File: src/rtl/uart_pkg.sv
// Shared types and constants for the 8N1 UART transceiver.
package uart_pkg;

  localparam int DATA_BITS            = 8;
  localparam int DEFAULT_CLKS_PER_BIT = 434;

  typedef logic [2:0] rx_state_t;
  localparam logic [2:0] RX_IDLE  = 3'd0;
  localparam logic [2:0] RX_START = 3'd1;
  localparam logic [2:0] RX_DATA  = 3'd2;
  localparam logic [2:0] RX_STOP  = 3'd3;
  localparam logic [2:0] RX_BREAK = 3'd4;

  typedef logic [1:0] tx_state_t;
  localparam logic [1:0] TX_IDLE  = 2'd0;
  localparam logic [1:0] TX_START = 2'd1;
  localparam logic [1:0] TX_DATA  = 2'd2;
  localparam logic [1:0] TX_STOP  = 2'd3;

endpackage

File: src/rtl/uart_transceiver_if.sv
// Byte-level port bundle between the UART and the keyboard/display adapters.
interface uart_transceiver_if;
  import uart_pkg::*;

  // RX: rx_flag holds rx_data until a one-cycle rx_ack strobe.
  // TX: tx_wr is taken only in a cycle where tx_flag = 1; otherwise it is dropped.
  logic [DATA_BITS-1:0] rx_data;
  logic                 rx_flag;
  logic                 rx_ack;
  logic [DATA_BITS-1:0] tx_data;
  logic                 tx_flag;
  logic                 tx_wr;
  logic                 rx_frame_err;
  logic                 rx_overrun;
  rx_state_t            rx_state;
  tx_state_t            tx_state;

  modport master (
    input  rx_data, rx_flag, tx_flag, rx_frame_err, rx_overrun, rx_state, tx_state,
    output rx_ack, tx_data, tx_wr
  );

  modport slave (
    output rx_data, rx_flag, tx_flag, rx_frame_err, rx_overrun, rx_state, tx_state,
    input  rx_ack, tx_data, tx_wr
  );
endinterface

File: src/rtl/uart_bit_timer.sv
// Loadable down-counter; tc is high while the count sits at zero.
module uart_bit_timer #(
  parameter int CLKS_PER_BIT = 434
) (
  input  logic clk,
  input  logic rst_n,
  input  logic load,
  input  logic half,
  output logic tc
);
  localparam int CW = $clog2(CLKS_PER_BIT);
  localparam logic [CW-1:0] FULL_LOAD = CW'(CLKS_PER_BIT - 1);
  localparam logic [CW-1:0] HALF_LOAD = CW'(CLKS_PER_BIT / 2 - 1);

  logic [CW-1:0] cnt;

  // A load of N-1 makes tc fire on the N-th cycle after the loading edge.
  always_ff @(posedge clk) begin
    if (!rst_n)            cnt <= '0;
    else if (load)         cnt <= half ? HALF_LOAD : FULL_LOAD;
    else if (cnt != '0)    cnt <= cnt - CW'(1);
  end

  assign tc = (cnt == '0);
endmodule

File: src/rtl/uart_transceiver.sv
// 8N1 full-duplex UART: independent RX and TX state machines sharing one clock.
module uart_transceiver
  import uart_pkg::*;
#(
  parameter int CLKS_PER_BIT = DEFAULT_CLKS_PER_BIT,
  parameter int SYNC_STAGES  = 2
) (
  input  logic eclk,
  input  logic ereset_n,
  input  logic rxd,
  output logic txd,
  uart_transceiver_if.slave bus
);
  localparam logic [2:0] LAST_BIT = 3'(DATA_BITS - 1);

  logic [SYNC_STAGES-1:0] sync;
  logic                   rxd_s;

  always_ff @(posedge eclk) begin
    if (!ereset_n) sync <= '1;
    else           sync <= {sync[SYNC_STAGES-2:0], rxd};
  end
  assign rxd_s = sync[SYNC_STAGES-1];

  rx_state_t            rx_state;
  logic [DATA_BITS-1:0] rx_sh, rx_data_r;
  logic [2:0]           rx_idx;
  logic                 rx_flag_r, rx_ferr_r, rx_ovr_r;
  logic                 rx_load, rx_half, rx_tc, rx_done, rx_bad;

  always_comb begin
    rx_load = 1'b0;
    rx_half = 1'b0;
    case (rx_state)
      RX_IDLE:  if (!rxd_s) begin rx_load = 1'b1; rx_half = 1'b1; end
      RX_START: if (rx_tc && !rxd_s) rx_load = 1'b1;
      RX_DATA:  if (rx_tc) rx_load = 1'b1;
      default:  ;
    endcase
  end

  assign rx_done = (rx_state == RX_STOP) && rx_tc && rxd_s;
  assign rx_bad  = (rx_state == RX_STOP) && rx_tc && !rxd_s;

  uart_bit_timer #(.CLKS_PER_BIT(CLKS_PER_BIT)) u_rx_timer (
    .clk(eclk), .rst_n(ereset_n), .load(rx_load), .half(rx_half), .tc(rx_tc)
  );

  always_ff @(posedge eclk) begin
    if (!ereset_n) begin
      rx_state  <= RX_IDLE;
      rx_sh     <= '0;
      rx_idx    <= '0;
      rx_data_r <= '0;
      rx_flag_r <= 1'b0;
      rx_ferr_r <= 1'b0;
      rx_ovr_r  <= 1'b0;
    end else begin
      case (rx_state)
        RX_IDLE:  if (!rxd_s) rx_state <= RX_START;
        RX_START: if (rx_tc) begin
          rx_state <= rxd_s ? RX_IDLE : RX_DATA;
          rx_idx   <= '0;
        end
        RX_DATA:  if (rx_tc) begin
          rx_sh  <= {rxd_s, rx_sh[DATA_BITS-1:1]};
          rx_idx <= rx_idx + 3'd1;
          if (rx_idx == LAST_BIT) rx_state <= RX_STOP;
        end
        RX_STOP:  if (rx_tc) rx_state <= rxd_s ? RX_IDLE : RX_BREAK;
        RX_BREAK: if (rxd_s) rx_state <= RX_IDLE;
        default:  rx_state <= RX_IDLE;
      endcase

      // A completing byte overrides a same-cycle ack, so the new byte stays flagged.
      if (bus.rx_ack) begin
        rx_flag_r <= 1'b0;
        rx_ferr_r <= 1'b0;
        rx_ovr_r  <= 1'b0;
      end
      if (rx_done) begin
        rx_data_r <= rx_sh;
        rx_flag_r <= 1'b1;
        if (rx_flag_r && !bus.rx_ack) rx_ovr_r <= 1'b1;
      end
      if (rx_bad) rx_ferr_r <= 1'b1;
    end
  end

  tx_state_t            tx_state;
  logic [DATA_BITS-1:0] tx_sh;
  logic [2:0]           tx_idx;
  logic                 txd_r, tx_accept, tx_load, tx_tc;

  assign tx_accept = (tx_state == TX_IDLE) && bus.tx_wr;
  assign tx_load   = tx_accept ||
                     (tx_tc && (tx_state == TX_START || tx_state == TX_DATA));

  uart_bit_timer #(.CLKS_PER_BIT(CLKS_PER_BIT)) u_tx_timer (
    .clk(eclk), .rst_n(ereset_n), .load(tx_load), .half(1'b0), .tc(tx_tc)
  );

  // txd is registered so the line never glitches between bit periods.
  always_ff @(posedge eclk) begin
    if (!ereset_n) begin
      tx_state <= TX_IDLE;
      tx_sh    <= '0;
      tx_idx   <= '0;
      txd_r    <= 1'b1;
    end else begin
      case (tx_state)
        TX_IDLE:  if (bus.tx_wr) begin
          tx_sh    <= bus.tx_data;
          txd_r    <= 1'b0;
          tx_state <= TX_START;
        end
        TX_START: if (tx_tc) begin
          txd_r    <= tx_sh[0];
          tx_sh    <= {1'b0, tx_sh[DATA_BITS-1:1]};
          tx_idx   <= '0;
          tx_state <= TX_DATA;
        end
        TX_DATA:  if (tx_tc) begin
          if (tx_idx == LAST_BIT) begin
            txd_r    <= 1'b1;
            tx_state <= TX_STOP;
          end else begin
            txd_r  <= tx_sh[0];
            tx_sh  <= {1'b0, tx_sh[DATA_BITS-1:1]};
            tx_idx <= tx_idx + 3'd1;
          end
        end
        TX_STOP:  if (tx_tc) tx_state <= TX_IDLE;
        default:  tx_state <= TX_IDLE;
      endcase
    end
  end

  assign txd              = txd_r;
  assign bus.tx_flag      = (tx_state == TX_IDLE);
  assign bus.rx_data      = rx_data_r;
  assign bus.rx_flag      = rx_flag_r;
  assign bus.rx_frame_err = rx_ferr_r;
  assign bus.rx_overrun   = rx_ovr_r;
  assign bus.rx_state     = rx_state;
  assign bus.tx_state     = tx_state;
endmodule
File: src/flat_wrapper.sv
// flat-port wrapper written by rule: the top's interface ports become plain ports
module uart_transceiver_flat import uart_pkg::*;
#(
  parameter int CLKS_PER_BIT = DEFAULT_CLKS_PER_BIT,
  parameter int SYNC_STAGES  = 2
)
  (eclk, ereset_n, rxd, txd, bus_rx_data, bus_rx_flag, bus_tx_flag, bus_rx_frame_err, bus_rx_overrun, bus_rx_state, bus_tx_state, bus_rx_ack, bus_tx_data, bus_tx_wr);
  uart_transceiver_if bus_i ();
  input  logic eclk;
  input  logic ereset_n;
  input  logic rxd;
  output logic txd;
  output wire logic [$bits(bus_i.rx_data)-1:0] bus_rx_data;
  output wire logic [$bits(bus_i.rx_flag)-1:0] bus_rx_flag;
  output wire logic [$bits(bus_i.tx_flag)-1:0] bus_tx_flag;
  output wire logic [$bits(bus_i.rx_frame_err)-1:0] bus_rx_frame_err;
  output wire logic [$bits(bus_i.rx_overrun)-1:0] bus_rx_overrun;
  output wire logic [$bits(bus_i.rx_state)-1:0] bus_rx_state;
  output wire logic [$bits(bus_i.tx_state)-1:0] bus_tx_state;
  input wire logic [$bits(bus_i.rx_ack)-1:0] bus_rx_ack;
  input wire logic [$bits(bus_i.tx_data)-1:0] bus_tx_data;
  input wire logic [$bits(bus_i.tx_wr)-1:0] bus_tx_wr;
  assign bus_rx_data = bus_i.rx_data;
  assign bus_rx_flag = bus_i.rx_flag;
  assign bus_tx_flag = bus_i.tx_flag;
  assign bus_rx_frame_err = bus_i.rx_frame_err;
  assign bus_rx_overrun = bus_i.rx_overrun;
  assign bus_rx_state = bus_i.rx_state;
  assign bus_tx_state = bus_i.tx_state;
  assign bus_i.rx_ack = bus_rx_ack;
  assign bus_i.tx_data = bus_tx_data;
  assign bus_i.tx_wr = bus_tx_wr;
  uart_transceiver #(.CLKS_PER_BIT(CLKS_PER_BIT), .SYNC_STAGES(SYNC_STAGES)) u_core (.eclk(eclk), .ereset_n(ereset_n), .rxd(rxd), .txd(txd), .bus(bus_i));
endmodule
File: config.mk
export PLATFORM = sky130hd
export DESIGN_NAME = uart_transceiver_flat
export DESIGN_NICKNAME = d
export VERILOG_FILES = /design/src/rtl/uart_pkg.sv /design/src/rtl/uart_transceiver_if.sv /design/src/rtl/uart_bit_timer.sv /design/src/rtl/uart_transceiver.sv /design/src/flat_wrapper.sv
export SDC_FILE = /design/constraint.sdc
export NUM_CORES = 1
export LEC_CHECK = 0
export ABC_AREA = 1
export ABC_CLOCK_PERIOD_IN_PS = 2000
export BUFFER_PORTS_ARGS = -buffer_cell sky130_fd_sc_hd__buf_2
export CAP_MARGIN = 20
export CORE_UTILIZATION = 45
export DETAILED_ROUTE_END_ITERATION = 8
export PLACE_DENSITY = 0.68
export SLEW_MARGIN = 15
export SYNTH_ARGS = -nofsm -noshare
export SYNTH_HDL_FRONTEND = slang
export SYNTH_SLANG_ARGS = --single-unit
File: constraint.sdc
create_clock -name eclk -period 2 [get_ports eclk]
set_input_delay 0.3 -clock eclk [delete_from_list [all_inputs] [get_ports eclk]]
set_output_delay 0.3 -clock eclk [all_outputs]
set_load 0.02 [all_outputs]
==> insert_results.sql, run 1 <==
INSERT INTO impl_metrics (metric_group, metric, value, unit) VALUES
('run_status', 'status', 'complete, no violations', ''),
('power_and_ir_drop', 'p_leak', '1.68', 'nW'),
('clocking', 'cts.path.max_buffers', '2', ''),
('yosys', 'syn-mean-instance-area', '7.20', 'um^2'),
('grt', 'grt_overflow_total', '0', ''),
('yosys', 'synth_top_cells_by_area', 'sky130_fd_sc_hd__dfxtp_1 (39%), sky130_fd_sc_hd__nand2_1 (12%), sky130_fd_sc_hd__nor2_1 (7.0%)', ''),
('detailed_routing', 'post_route_wl', '6130', 'um'),
('grt', 'grt_first_pass_wirelength', '11000', 'um'),
('detailed_routing', 'number_of_vias_per_cell_after_detailed_routing', '4.97', ''),
('yosys', 'netlist_top_cells_count', 'sky130_fd_sc_hd__nand2_1 (92), sky130_fd_sc_hd__dfxtp_1 (59), sky130_fd_sc_hd__nor2_1 (56)', ''),
('sta', 'final_hold_viol_count', '0', ''),
('yosys', 'synth-edff-count', '0', ''),
('floorplan', 'fp.dieW', '83.7', 'um'),
('sta', 'layout_min_cycle_time', '1740', 'ps'),
('yosys', 'syn_nets', '442', ''),
('sta', 'timing.max_slew.rel_slack', '76.5', '%'),
('detailed_routing', 'drt.antenna.violating_nets', '0', ''),
('power_and_ir_drop', 'total_power', '0.00558', 'W'),
('sta', 'final.setup_skew', '7.68', 'ps'),
('power_and_ir_drop', 'p_clk_share', '19.8', '%'),
('yosys', 'yosysUniqueCellTypes', '34', ''),
('clocking', 'cts_hold_buf', '0', ''),
('sta', 'setup-violations-final', '0', ''),
('finish', 'diodes', '0', ''),
('grt', 'vias_in_the_first_global_route', '2467', ''),
('floorplan', 'floorplan.die_area', '7000', 'um^2'),
('sta', 'maxSlewViolCount', '0', ''),
('floorplan', 'start_util', '47.0', '%'),
('placement', 'buffer_ports.inserted', '30', ''),
('floorplan', 'fp.dieH', '83.7', 'um'),
('sta', 'tightestPinTransition', '353', 'ps'),
('power_and_ir_drop', 'power.share.combinational', '49.2', '%'),
('clocking', 'cts_tree', 'yes', ''),
('yosys', 'synth-main-ff-cell', 'sky130_fd_sc_hd__dfxtp_1', ''),
('placement', 'place.detailed.hpwl', '4530', 'um'),
('power_and_ir_drop', 'power.switching_fraction', '44.7', '%'),
('sta', 'max_freq', '574', 'MHz'),
('yosys', 'ys_async_sr_fraction', '0', '%'),
('clocking', 'post_cts_resize_count', '0', ''),
('sta', 'grt_setup_unrepaired', 'no', ''),
('finish', 'share_of_final_layout_standard_cells_stronger_than_drive_strength_1', '19.1', '%'),
('yosys', 'yosys_warnings', '0', ''),
('power_and_ir_drop', 'irDropWorstVdd', '0.705', 'mV'),
('detailed_routing', 'avgRoutedWirePerCell', '11.4', 'um'),
('detailed_routing', 'drt_first_iter_violations', '136', ''),
('power_and_ir_drop', 'internal_power_summed_over_all_cells', '0.00309', 'W'),
('clocking', 'cts.root.buffer_cell', 'sky130_fd_sc_hd__clkbuf_8', ''),
('clocking', 'number_of_levels_the_h_tree_was_split_into', '3', ''),
('grt', 'global_route.usage.total', '19.2', '%'),
('clocking', 'cts.clk_slew.worst_paths', '70', 'ps'),
('detailed_routing', 'drtPass1Iterations', '4', ''),
('clocking', 'post-cts-setup-buffer-count', '0', ''),
('worst_setup_path', 'crit_path_max_fanout', '15', ''),
('clocking', 'cts_inserted_buffers', '9', ''),
('finish', 'seqCellArea', '1180', 'um^2'),
('worst_setup_path', 'sort_of_element_at_the_end_of_the_critical_path', 'register', ''),
('finish', 'area_growth_syn_to_fin', '14.7', '%'),
('yosys', 'synthCells', '417', ''),
('worst_hold_path', 'min_path_type', 'in2reg', ''),
('sta', 'min_period_over_period', '87.0', '%'),
('clocking', 'clock_insertion_delay_worst_skew', '340', 'ps'),
('run', 'maxCapViolations', '0', ''),
('finish', 'fill_cells', '628', ''),
('worst_setup_path', 'worstPathRequired', '2230', 'ps'),
('power_and_ir_drop', 'p_switching', '0.00249', 'W'),
('detailed_routing', 'overall_via_count_from_detail_route', '2669', ''),
('power_and_ir_drop', 'power_density', '1620', 'nW/um^2'),
('clocking', 'cts_num_sinks', '59', ''),
('worst_setup_path', 'path_class', 'reg2reg', ''),
('floorplan', 'ioPinCount', '31', ''),
('yosys', 'synthMostInstantiatedCell', 'sky130_fd_sc_hd__nand2_1', '');
final cells by class:
class	count	area share, %
repair buffers	39	6.33
flip-flops and latches	59	34.3
inverters	50	5.49
clock inverters	6	1.89
well taps	77	2.80
clock buffers	10	4.00
multi-input cells	296	45.2
flip-flops by register name, indices dropped and copies added, names as in the netlist:
name / count
u_core.sync: 2
u_core.bus.tx_state: 2
u_core.tx_idx: 3
u_core.bus.rx_state: 3
u_core.u_rx_timer.cnt: 9
u_core.rx_idx: 3
u_core.bus.rx_data: 8
u_core.tx_sh: 8
u_core.u_tx_timer.cnt: 9
u_core.rx_sh: 8
u_core.bus.rx_flag: 1
u_core.bus.rx_overrun: 1
u_core.bus.rx_frame_err: 1
u_core.txd: 1
placed cells by master, fill, tap and decap left out, drive strengths merged, types with 2 or more instances in the layout:
master,instances
a21oi,35
nor2,64
clkinvlp,4
dfxtp,59
nor3,3
nand2,100
o211ai,2
ha,12
or2,4
buf,39
nand3,27
nand4,19
o21ai,20
xor2,3
clkinv,3
clkbuf,10
inv,48
metrics by stage:
stage	instance area (um^2)	std cells	setup slack [ps]	hold WS [ps]
after global placement	3240	521	341	397
after detailed placement	3240	521	280	398
after CTS	3440	537	262	133
final	3440	537	259	146
after floorplan	3000	417	180	393
after global routing	3440	537	110	142
critical path, stage by stage, from the launching register on:
cell,delay (ps)
sky130_fd_sc_hd__dfxtp_1,330
sky130_fd_sc_hd__inv_1,80
sky130_fd_sc_hd__ha_1,250
sky130_fd_sc_hd__nand2_1,130
sky130_fd_sc_hd__nor2_4,50
sky130_fd_sc_hd__nand3_4,130
sky130_fd_sc_hd__clkinv_2,200
sky130_fd_sc_hd__nand2_2,170
sky130_fd_sc_hd__nand2_1,90
sky130_fd_sc_hd__o21ai_0,150
sky130_fd_sc_hd__inv_1,50
final timing paths:
path | depth (start not counted) | slack, ps | from | end
max | 10 | 260 | u_core.u_rx_timer.cnt[0] | u_core.u_rx_timer.cnt[8]
min | 2 | 150 | rxd | u_core.sync[0]
max reg2reg | 10 | 260 | u_core.u_rx_timer.cnt[0] | u_core.u_rx_timer.cnt[8]
min reg2reg | 1 | 410 | u_core.sync[0] | u_core.sync[1]
kinds of logic after synthesis:
kind of cell | after synthesis | share of synthesized area (%)
flops | 59 | 39.4
buf+inv | 62 | 8.84
fa+ha+maj | 12 | 5.00
compound gates | 61 | 11.0
simple gates | 219 | 34.6
xor+xnor | 4 | 1.17
power groups by stage:
stage          clock (W)  combinational (W)  sequential, W
3_5_place_dp           0            0.00274        0.00175
2_1_floorplan          0            0.00226        0.00176
4_1_cts          0.00112            0.00275        0.00173
3_3_place_gp           0            0.00268        0.00174
6_report         0.00110            0.00275        0.00173
5_1_grt          0.00117            0.00315        0.00177
metal layers:
metal | wire, um | global-route usage (%)
met1 | 2980 | 24.7
met3 | 210 | 3.26
met5 | 0 | 0
met4 | 119 | 9.24
met2 | 2820 | 31.0
(Power assumes the default switching activity.)
==> run 2: changes to the inputs <==
--- a/config.mk
+++ b/config.mk
@@ -10,7 +10,9 @@
 export BUFFER_PORTS_ARGS = -buffer_cell sky130_fd_sc_hd__buf_2
 export CAP_MARGIN = 20
 export CORE_UTILIZATION = 45
+export CTS_BUF_LIST = sky130_fd_sc_hd__clkbuf_4
 export DETAILED_ROUTE_END_ITERATION = 8
+export MAX_ROUTING_LAYER = met4
 export PLACE_DENSITY = 0.68
 export SLEW_MARGIN = 15
 export SYNTH_ARGS = -nofsm -noshare
==> run 2 against run 1 <==
Utilization down 1.0 points. Global-route usage up 0.68 points. Wire length down 1.2%. Fmax up 0.59%. Largest cell class unchanged.
==> insert_results.sql, run 2 (synthesized netlist as in run 1, its figures left out) <==
INSERT INTO impl_metrics (metric_group, metric, value, unit) VALUES
('run_status', 'status', 'complete, no violations', ''),
('grt', 'grt_first_pass_wirelength', '10900', 'um'),
('detailed_routing', 'drtPass1Iterations', '4', ''),
('clocking', 'cts.root.buffer_cell', 'sky130_fd_sc_hd__clkbuf_4', ''),
('finish', 'layout.cells.most_common_list', 'sky130_fd_sc_hd__nand2_1 (92), sky130_fd_sc_hd__dfxtp_1 (59), sky130_fd_sc_hd__nor2_1 (56), sky130_fd_sc_hd__inv_1 (41), sky130_fd_sc_hd__a21oi_1 (35)', ''),
('clocking', 'number_of_levels_the_h_tree_was_split_into', '3', ''),
('sta', 'min_period_over_period', '86.5', '%'),
('sta', 'final.setup_skew', '6.04', 'ps'),
('finish', 'diodes', '0', ''),
('finish', 'biggestRegsByFlops', 'u_core.u_rx_timer.cnt: 9 flops, u_core.u_tx_timer.cnt: 9 flops', ''),
('clocking', 'cts_num_sinks', '59', ''),
('worst_setup_path', 'path_common_cell', 'sky130_fd_sc_hd__nand2_1', ''),
('finish', 'share_of_final_layout_standard_cells_stronger_than_drive_strength_1', '18.9', '%'),
('worst_setup_path', 'critical_path.max_stage_delay', '320', 'ps'),
('worst_setup_path', 'worstPathRequired', '2300', 'ps'),
('floorplan', 'floorplan.die_area', '7000', 'um^2'),
('worst_setup_path', 'worst-endpoint-arrival', '2030', 'ps'),
('floorplan', 'ioPinCount', '31', ''),
('worst_setup_path', 'ff2ff_path_depth', '9', ''),
('clocking', 'post-cts-setup-buffer-count', '0', ''),
('worst_setup_path', 'sort_of_element_at_the_end_of_the_critical_path', 'register', ''),
('worst_setup_path', 'timing.reg2reg.setup_slack', '270', 'ps'),
('sta', 'final.setup.tns', '0', 'ps'),
('worst_setup_path', 'worst_r2r_startpoint', 'u_core.u_rx_timer.cnt[0]', ''),
('grt', 'global_route.usage.total', '19.8', '%'),
('detailed_routing', 'overall_via_count_from_detail_route', '2648', ''),
('clocking', 'cts_inserted_buffers', '9', ''),
('sta', 'setup-violations-final', '0', ''),
('worst_setup_path', 'crit_path_max_fanout', '15', ''),
('sta', 'holdWs', '75.6', 'ps'),
('floorplan', 'floorplan.rows', '29', ''),
('floorplan', 'fp.dieH', '83.7', 'um'),
('placement', 'routability_cong', '0.830', ''),
('worst_hold_path', 'hold_depth', '2', ''),
('power_and_ir_drop', 'power.switching_fraction', '46.2', '%'),
('worst_setup_path', 'worstReg2RegEnd', 'u_core.bus.rx_data[0]', ''),
('clocking', 'cts_tree', 'yes', ''),
('power_and_ir_drop', 'p_switching', '0.00245', 'W'),
('detailed_routing', 'post_route_wl', '6050', 'um'),
('sta', 'layout_min_cycle_time', '1730', 'ps'),
('grt', 'largest_net_degree_at_the_start_of_global_routing', '26', ''),
('worst_hold_path', 'worst_min_delay_path_startpoint', 'rxd', ''),
('clocking', 'cts.clk_slew.worst_paths', '100', 'ps'),
('worst_setup_path', 'path_class', 'reg2reg', ''),
('detailed_routing', 'drt_first_iter_violations', '150', ''),
('worst_setup_path', 'worstSetupStartpointType', 'register', ''),
('worst_setup_path', 'critical_path.slowest_cell', 'sky130_fd_sc_hd__dfxtp_1', ''),
('grt', 'grt_overflow_total', '0', ''),
('grt', 'antenna_violations_before_repair', '0', ''),
('clocking', 'post_cts_resize_count', '0', ''),
('sta', 'timing.max_slew.rel_slack', '76.7', '%'),
('power_and_ir_drop', 'p_clk_share', '15.8', '%'),
('floorplan', 'start_util', '47.0', '%'),
('floorplan', 'fp.dieW', '83.7', 'um'),
('finish', 'area_growth_syn_to_fin', '12.5', '%'),
('floorplan', 'floorplan.core_area', '6390', 'um^2'),
('placement', 'place.detailed.hpwl', '4530', 'um'),
('clocking', 'clock_insertion_delay_worst_skew', '400', 'ps'),
('detailed_routing', 'post-route-drc-count', '0', ''),
('detailed_routing', 'avgRoutedWirePerCell', '11.3', 'um'),
('clocking', 'cts_hold_buf', '0', ''),
('finish', 'finalNetCount', '480', ''),
('grt', 'vias_in_the_first_global_route', '2444', ''),
('power_and_ir_drop', 'internal_power_summed_over_all_cells', '0.00285', 'W'),
('power_and_ir_drop', 'power_density', '1570', 'nW/um^2'),
('sta', 'tightestPinTransition', '349', 'ps'),
('power_and_ir_drop', 'power.share.combinational', '51.6', '%'),
('detailed_routing', 'number_of_vias_per_cell_after_detailed_routing', '4.93', ''),
('finish', 'layout.cells.most_common', 'sky130_fd_sc_hd__nand2_1', ''),
('power_and_ir_drop', 'power.share.sequential', '32.6', '%'),
('placement', 'buffer_ports.inserted', '30', ''),
('worst_hold_path', 'min_path_type', 'in2reg', ''),
('clocking', 'cts.path.max_buffers', '2', ''),
('power_and_ir_drop', 'p_leak', '1.65', 'nW'),
('sta', 'maxSlewViolCount', '0', ''),
('worst_hold_path', 'hold_path_end', 'u_core.sync[0]', ''),
('sta', 'max_freq', '578', 'MHz'),
('run', 'maxCapViolations', '0', ''),
('power_and_ir_drop', 'irDropWorstVdd', '0.697', 'mV'),
('worst_setup_path', 'cp_cell_sequence', 'inv_1 -> ha_1 -> nand2_1 -> nor2_4 -> nand3_4 -> clkinv_2 -> nand3_2 -> nand2_1 -> a21oi_1', ''),
('sta', 'grt_setup_unrepaired', 'no', ''),
('detailed_routing', 'drt.antenna.violating_nets', '0', ''),
('sta', 'final_hold_viol_count', '0', '');
==> run 2: routing by layer <==
layer  share of wire [%]  routed length (um)  vias up  GRT usage, %
met1                  48                2880     1167          24.9
li1                    -                   -     1419             -
met5                   0                   0        -             -
met3                 3.9                 234       13          3.86
met2                  47                2830       49          30.8
met4                 1.8                 108        0          9.24
==> run 2: through the flow <==
| step | cell area, um^2 | util [%] | std cells | total power (W) | setup WS, ps |
|---|---|---|---|---|---|
| after floorplan | 3000 | - | 417 | 0.00402 | 180 |
| after global placement | 3240 | 50.7 | 521 | 0.00443 | 341 |
| after detailed placement | 3240 | 50.7 | 521 | 0.00449 | 280 |
| after CTS | 3370 | 52.8 | 537 | 0.00533 | 258 |
| after global routing | 3370 | 52.8 | 537 | 0.00583 | 101 |
| final | 3370 | 52.8 | 537 | 0.00530 | 269 |
==> run 2: power by group through the flow <==
stage	Clock [W]	Combinational, W	Sequential [W]
after floorplan	0	0.00226	0.00176
final	0.000836	0.00273	0.00173
after global placement	0	0.00268	0.00174
after CTS	0.000858	0.00275	0.00173
after detailed placement	0	0.00274	0.00175
after global routing	0.000918	0.00315	0.00177
==> run 2: how the worst max path moves through the flow <==
stage | from | cells after the start | slack, ps | end
floorplan | u_core.bus.tx_state[0] | 9 | 180 | u_core.tx_sh[0]
global placement | u_core.u_rx_timer.cnt[0] | 10 | 340 | u_core.u_rx_timer.cnt[8]
detailed placement | u_core.u_rx_timer.cnt[0] | 10 | 280 | u_core.u_rx_timer.cnt[8]
CTS | u_core.u_rx_timer.cnt[0] | 10 | 260 | u_core.u_rx_timer.cnt[8]
global route | u_core.u_rx_timer.cnt[0] | 9 | 100 | u_core.bus.rx_data[0]
finish | u_core.u_rx_timer.cnt[0] | 9 | 270 | u_core.bus.rx_data[0]
==> run 2: area by class of cell <==
cell class                 count  area, um^2
timing repair buffer          39         218
clock buffer                   9        67.6
multi-input combinational    296        1550
tap                           77        96.3
inverter                      50         189
sequential                    59        1180
clock inverter                 7        68.8
fill                         638        3010
==> run 2: critical path: cells and delay by family, from the launching register on <==
family	cells	cell delay, ps
compound gates	1	60
fa+ha+maj	1	230
buf+inv	2	300
flops	1	320
simple gates	5	710
